===== src/rtl/upload_packer_pkg.sv =====
// Shared definitions for the upload packer: FSM encoding, frame constants,
// producer command codes and the header byte selector.
package upload_packer_pkg;

  typedef enum logic [2:0] {
    ST_IDLE    = 3'd0,
    ST_COLLECT = 3'd1,
    ST_HDR     = 3'd2,
    ST_PAYLOAD = 3'd3,
    ST_CSUM    = 3'd4
  } state_t;

  localparam int unsigned BYTE_W        = 8;
  localparam int unsigned HDR_LAST_IDX  = 4;
  localparam logic [7:0]  SYNC0_DEFAULT = 8'hAA;
  localparam logic [7:0]  SYNC1_DEFAULT = 8'h44;
  localparam logic [7:0]  OVF_SRC_FLAG  = 8'h80;

  localparam logic [7:0]  CMD_04 = 8'h04;
  localparam logic [7:0]  CMD_05 = 8'h05;
  localparam logic [7:0]  CMD_06 = 8'h06;

  // Header order: SYNC0, SYNC1, source, len high, len low.
  function automatic logic [7:0] hdr_byte(
    input logic [2:0]  idx,
    input logic [7:0]  s0,
    input logic [7:0]  s1,
    input logic [7:0]  src,
    input logic [15:0] len
  );
    case (idx)
      3'd0:    return s0;
      3'd1:    return s1;
      3'd2:    return src;
      3'd3:    return len[15:8];
      default: return len[7:0];
    endcase
  endfunction

endpackage


===== src/rtl/upload_packer_buf_ram.sv =====
// Payload buffer: simple dual-port RAM, one write port, one registered read port.
module upload_buf_ram
  import upload_packer_pkg::*;
#(
  parameter int unsigned DEPTH = 256,
  parameter int unsigned AW    = 8
) (
  input  logic              clk,
  input  logic              i_we,
  input  logic [AW-1:0]     i_waddr,
  input  logic [BYTE_W-1:0] i_wdata,
  input  logic [AW-1:0]     i_raddr,
  output logic [BYTE_W-1:0] o_rdata
);

  logic [BYTE_W-1:0] r_mem [DEPTH];

  always_ff @(posedge clk) begin
    if (i_we) begin
      r_mem[i_waddr] <= i_wdata;
    end
    o_rdata <= r_mem[i_raddr];
  end

endmodule


===== src/rtl/upload_packer.sv =====
// Collects a producer upload block into a buffer, then emits it as a framed
// packet (sync, source, length, payload, checksum) on a valid/ready byte stream.
module upload_packer
  import upload_packer_pkg::*;
#(
  parameter int unsigned BUF_DEPTH = 256,
  parameter logic [7:0]  SYNC0     = SYNC0_DEFAULT,
  parameter logic [7:0]  SYNC1     = SYNC1_DEFAULT
) (
  input  logic       clk,
  input  logic       rst,
  input  logic       upload_active,
  input  logic       upload_req,
  input  logic [7:0] upload_data,
  input  logic [7:0] upload_source,
  input  logic       upload_valid,
  output logic       upload_ready,
  output logic [7:0] tx_data,
  output logic       tx_valid,
  input  logic       tx_ready,
  output logic       busy
);

  localparam int unsigned   AW      = $clog2(BUF_DEPTH);
  localparam int unsigned   CW      = AW + 1;
  localparam logic [CW-1:0] DEPTH_C = CW'(BUF_DEPTH);

  state_t r_state, w_state_nxt;

  logic [CW-1:0] r_count, w_count_nxt;
  logic [CW-1:0] r_rd_ptr, w_rd_ptr_nxt;
  logic [7:0]    r_src, r_psum;
  logic          r_ovf;
  logic [2:0]    r_hidx;
  logic          r_cs_loaded;
  logic [7:0]    r_tx_data;
  logic          r_tx_valid;

  logic          w_rdy, w_accept, w_slot_free, w_load;
  logic [7:0]    w_load_byte, w_src_eff, w_csum, w_rd_data;
  logic [15:0]   w_len;
  logic          w_unused;

  assign w_unused = upload_req;

  upload_buf_ram #(
    .DEPTH (BUF_DEPTH),
    .AW    (AW)
  ) u_buf (
    .clk     (clk),
    .i_we    (w_accept),
    .i_waddr (r_count[AW-1:0]),
    .i_wdata (upload_data),
    .i_raddr (w_rd_ptr_nxt[AW-1:0]),
    .o_rdata (w_rd_data)
  );

  always_comb begin
    w_rdy       = (r_state == ST_COLLECT) && (r_count < DEPTH_C);
    w_accept    = w_rdy && upload_valid;
    w_count_nxt = r_count + CW'(w_accept);
    w_slot_free = !r_tx_valid || tx_ready;
    w_src_eff   = r_ovf ? (r_src | OVF_SRC_FLAG) : r_src;
    w_len       = 16'(r_count);
    w_csum      = r_psum + w_src_eff + w_len[15:8] + w_len[7:0];
  end

  always_ff @(posedge clk) begin
    if (rst) begin
      r_state <= ST_IDLE;
    end else begin
      r_state <= w_state_nxt;
    end
  end

  // The read address is always the next value of r_rd_ptr, so the RAM output
  // already holds buf[r_rd_ptr] whenever PAYLOAD wants to load it.
  always_comb begin
    w_state_nxt  = r_state;
    w_load       = 1'b0;
    w_load_byte  = '0;
    w_rd_ptr_nxt = r_rd_ptr;
    unique case (r_state)
      ST_IDLE: begin
        w_rd_ptr_nxt = '0;
        if (upload_active) begin
          w_state_nxt = ST_COLLECT;
        end
      end
      ST_COLLECT: begin
        if (!upload_active) begin
          w_state_nxt = (w_count_nxt == '0) ? ST_IDLE : ST_HDR;
        end
      end
      ST_HDR: begin
        if (w_slot_free) begin
          w_load      = 1'b1;
          w_load_byte = hdr_byte(r_hidx, SYNC0, SYNC1, w_src_eff, w_len);
          if (r_hidx == 3'(HDR_LAST_IDX)) begin
            w_state_nxt = ST_PAYLOAD;
          end
        end
      end
      ST_PAYLOAD: begin
        if (w_slot_free) begin
          w_load       = 1'b1;
          w_load_byte  = w_rd_data;
          w_rd_ptr_nxt = r_rd_ptr + CW'(1);
          if (r_rd_ptr == r_count - CW'(1)) begin
            w_state_nxt = ST_CSUM;
          end
        end
      end
      ST_CSUM: begin
        if (!r_cs_loaded) begin
          if (w_slot_free) begin
            w_load      = 1'b1;
            w_load_byte = w_csum;
          end
        end else if (tx_ready) begin
          w_state_nxt = ST_IDLE;
        end
      end
      default: begin
        w_state_nxt = ST_IDLE;
      end
    endcase
  end

  always_ff @(posedge clk) begin
    if (rst) begin
      r_count     <= '0;
      r_psum      <= '0;
      r_src       <= '0;
      r_ovf       <= 1'b0;
      r_hidx      <= '0;
      r_rd_ptr    <= '0;
      r_cs_loaded <= 1'b0;
      r_tx_valid  <= 1'b0;
      r_tx_data   <= '0;
    end else begin
      r_rd_ptr <= w_rd_ptr_nxt;
      if (r_state == ST_IDLE) begin
        r_count     <= '0;
        r_psum      <= '0;
        r_src       <= '0;
        r_ovf       <= 1'b0;
        r_hidx      <= '0;
        r_cs_loaded <= 1'b0;
      end
      if (w_accept) begin
        r_count <= w_count_nxt;
        r_psum  <= r_psum + upload_data;
        if (r_count == '0) begin
          r_src <= upload_source;
        end
      end
      if ((r_state == ST_COLLECT) && upload_valid && !w_rdy) begin
        r_ovf <= 1'b1;
      end
      if ((r_state == ST_HDR) && w_load) begin
        r_hidx <= r_hidx + 3'd1;
      end
      if ((r_state == ST_CSUM) && w_load) begin
        r_cs_loaded <= 1'b1;
      end
      if (w_load) begin
        r_tx_valid <= 1'b1;
        r_tx_data  <= w_load_byte;
      end else if (tx_ready) begin
        r_tx_valid <= 1'b0;
      end
    end
  end

  assign upload_ready = w_rdy;
  assign tx_data      = r_tx_data;
  assign tx_valid     = r_tx_valid;
  assign busy         = (r_state != ST_IDLE);

endmodule


===== config.mk =====
export PLATFORM = sky130hd
export DESIGN_NAME = upload_packer
export DESIGN_NICKNAME = d
export VERILOG_FILES = /design/src/rtl/upload_packer_pkg.sv /design/src/rtl/upload_packer_buf_ram.sv /design/src/rtl/upload_packer.sv
export SDC_FILE = /design/constraint.sdc
export NUM_CORES = 2
export LEC_CHECK = 0
export BUFFER_PORTS_ARGS = -buffer_cell sky130_fd_sc_hd__buf_2
export CORE_ASPECT_RATIO = 1.5
export CORE_MARGIN = 4
export CORE_UTILIZATION = 35
export DETAILED_ROUTE_END_ITERATION = 10
export PLACE_DENSITY_LB_ADDON = 0.25
export SKIP_CTS_REPAIR_TIMING = 1
export SYNTH_ARGS = -nofsm -noshare
export SYNTH_HDL_FRONTEND = slang
export SYNTH_HIERARCHICAL = 1
export SYNTH_SLANG_ARGS = --single-unit

===== constraint.sdc =====
create_clock -name clk -period 7.2 [get_ports clk]
set_input_delay 0.72 -clock clk [delete_from_list [all_inputs] [get_ports clk]]
set_output_delay 0.72 -clock clk [all_outputs]
set_load 0.01 [all_outputs]

==> flow_summary.ini <==
[power]
p_int_mw = 20.2
fin_total_pwr_mw = 26.0
p_leak_nw = 27.3
ir_drop_v = 0.000209
p_sw_mw = 5.75
power_frac_clock_pct = 39.2
p_per_area_nw_per_um2 = 279
pwr-share-comb_pct = 8.6
seqPwrFrac_pct = 52.2
switching_share_pct = 22.2

[final_layout]
drive_gt1_share_pct = 20.4
fill_cells = 21100
nNetsFinal = 4321
final_cells = 7513
syn2layout_area_growth_pct = 11.8

[die]
die_h_um = 605
num_rows = 219
initial_core_util_pct = 35.1
die_area_um2 = 246000
die_w_um = 406
io_pins = 33
core_area_um2 = 237000

[worst_setup_path]
critPathKind = reg -> reg
worst-r2r-cell-count = 12
required_ns = 7.88
cp-endpoint = u_buf/o_rdata[0]
r2r-start = r_state[0]
startpoint_type = register
worst_r2r_endpoint = u_buf/o_rdata[0]
startpoint = r_state[0]
rrSetupSlack_ns = 1.57
endpoint_kind = register
cp_data_arrival_time_ns = 6.32
crit_fanout = 16

[yosys]
yosys.area.top_type = edfxtp_1
syn_area_um2 = 83200
seq_area_frac_synth_pct = 75.3
synth-edff-count = 2048
synth_commonest_cells = edfxtp_1 (2048), mux4_2 (454), nor2_1 (308), a21oi_1 (144)
synth_area_leaders = edfxtp_1 (74%), mux4_2 (12%), mux2i_1 (1.7%)
yosys_register_bits = 2107
yosysMostFrequentCell = edfxtp_1
synth.top_cell.area_share_pct = 73.9
async_reset_ff_share_pct = 0
ys_types = 80
syn_nets = 4255
yosysWarnings = 6
synth_top_flop_cell = edfxtp_1
syn_avg_cell_area_um2 = 19.8
synthesis.instances = 4199

[clock_tree]
clk_pin_slew_ns = 0.07
cts_tree = done
root_buffer = clkbuf_16
clkLatencyLatePin_ns = 0.84
htree_levels = 4
numCtsBuffers = 194
cts.sinks = 2107
cts_buffer_depth = 4

[grt]
grt.total_usage_pct = 17.5
grt_pass1_vias = 42200
grt_pass1_wl_mm = 312
grt-ovfl-total = 0
antenna_found_initial = 9
grt_max_degree = 173

[timing]
max_slew_margin_pct = 12.0
grt_setup_unrepaired = false
finalSetupViolCount = 0
final_hold_viol_count = 0
maxSlewViolCount = 0
layout_min_cycle_time_ns = 5.63
finalCritPeriodShare_pct = 78.2
fin_tns_setup_ns = 0
skew_ns = 0.0550
worst_pin_slew_ns = 1.32
max_freq_mhz = 178
hold_slack_ns = 0.137

[routing]
dr.pass1.iters = 5
vias = 41300
viasPerCell = 5.50
avgRoutedWirePerCell_um = 28.9
drtAntennaViolNets = 0
wl_mm = 217
drc_errors = 0
drt_iter0_markers = 4139

[placed_design]
numPortBuffers = 31
hpwl_mm = 134
gp_congestion = 0.843
post-place-cells = 7163

[run]
maxCapViolations = 0

[status]
status = completed

[min_path]
hold_path.class = in -> reg
==> flip-flops by register name, summed over array words and instances (netlist names), 3 cells and up <==
| signal | flops |
|---|---|
| u_buf/o_rdata | 8 |
| r_hidx | 3 |
| r_src | 8 |
| r_state | 3 |
| tx_data | 8 |
| r_psum | 8 |
| u_buf/r_mem | 2048 |
| r_rd_ptr | 9 |
| r_count | 9 |
==> how the worst min path moves through the flow <==
stage | start | end | slack, ns | cells past startpoint
6_report | upload_source[2] | r_src[2] | 0.14 | 3
3_5_place_dp | tx_data[3] | tx_data[3] | 0.45 | 2
5_1_grt | upload_source[7] | r_src[7] | 0.12 | 3
3_3_place_gp | tx_data[3] | tx_data[3] | 0.45 | 2
2_1_floorplan | r_src[7] | r_src[7] | 0.44 | 2
4_1_cts | upload_source[3] | r_src[3] | 0.07 | 3
==> power groups by stage <==
stage / Sequential [mW] / Clock, mW / Combinational, mW
after floorplan: 13.8 / 0 / 1.67
final: 13.5 / 10.2 / 2.23
after CTS: 13.5 / 10.4 / 2.28
after detailed placement: 13.8 / 0 / 2.27
after global routing: 13.5 / 10.9 / 2.40
after global placement: 13.8 / 0 / 2.26
==> routing by layer <==
metal / up-vias / routed length [µm] / global-route usage (%)
li1: 17500 / - / -
met1: 22300 / 84000 / 21.9
met2: 1231 / 115000 / 31.1
met3: 347 / 10400 / 1.87
met4: 0 / 8440 / 6.61
met5: - / 0 / 0
==> cell type report <==
cell class	count	area, µm²	share of cell area, %
inverter	17	63.8	0.0685
clock inverter	107	991	1.06
multi-input combinational	1811	19100	20.5
sequential	2107	62700	67.3
timing repair buffer	134	1230	1.33
clock buffer	239	5140	5.52
antenna	4	10.0	0.0108
tap	3094	3870	4.16
==> cell families (layout without fill, tap and decap cells) <==
| group | count (synthesis) | count (layout) | share of synthesized area, % |
|---|---|---|---|
| flip-flops | 2107 | 2107 | 75.3 |
| AND/OR/NAND/NOR | 657 | 657 | 3.71 |
| multiplexers | 596 | 596 | 14.0 |
| AO/OA/AOI/OAI | 505 | 505 | 4.21 |
| buffers and inverters | 281 | 497 | 1.96 |
| adder cells (fa/ha/maj) | 34 | 34 | 0.592 |
| XOR/XNOR | 19 | 19 | 0.200 |
| other | 0 | 4 | 0 |
==> cells in the final DEF (no fill, tap or decap), types with 8 or more instances in the layout <==
master     netlist  final
a211oi_1        22     22
a21oi_1        144    144
a221oi_1        17     17
a22o_1           9      9
a22oi_1        134    134
a31oi_1          9      9
buf_12           8     18
buf_2           33     23
buf_4           27     85
buf_8           13      8
bufinv_16        0     19
clkbuf_1       139     35
clkbuf_16        0    197
clkinv_1         2     47
clkinv_2         0     32
dfxtp_1         59     59
edfxtp_1      2048   2048
fa_1             9      9
ha_1            25     25
inv_1           15     15
mux2i_1        139    134
mux4_2         454    454
nand2_1         88     88
nand2b_1        13     13
nand3_1         57     53
nand4_1         20     20
nor2_1         308    305
nor2b_1         50     47
nor3_1          38     38
nor4_1          26     21
nor4_2           3      8
o211ai_1        17     17
o21ai_0         27     24
o221ai_1        46     46
o22ai_1         31     31
xnor2_1         10     10
xor2_1           9      9
==> critical path, cell delays in order (launching register included) <==
cell	delay (ns)
dfxtp_1	0.62
nand3b_1	0.22
nor2_1	0.64
nand2_1	0.23
mux2i_4	0.70
buf_4	0.37
buf_4	0.45
mux4_2	0.39
nor2b_1	0.15
a211oi_1	0.40
nor2_1	0.19
nor4_1	0.95
nor4_2	0.12
==> metrics by stage <==
step                      area [µm²]  setup WS [ns]  utilization, %
final                          93100           1.57            39.3
after global routing           93100           1.35            39.3
after CTS                      93100           1.52            39.3
after detailed placement       87000           1.51            36.7
after global placement         87000           1.54            36.7
after floorplan                83200           3.58               -
Power figures use the tool's default switching activity.
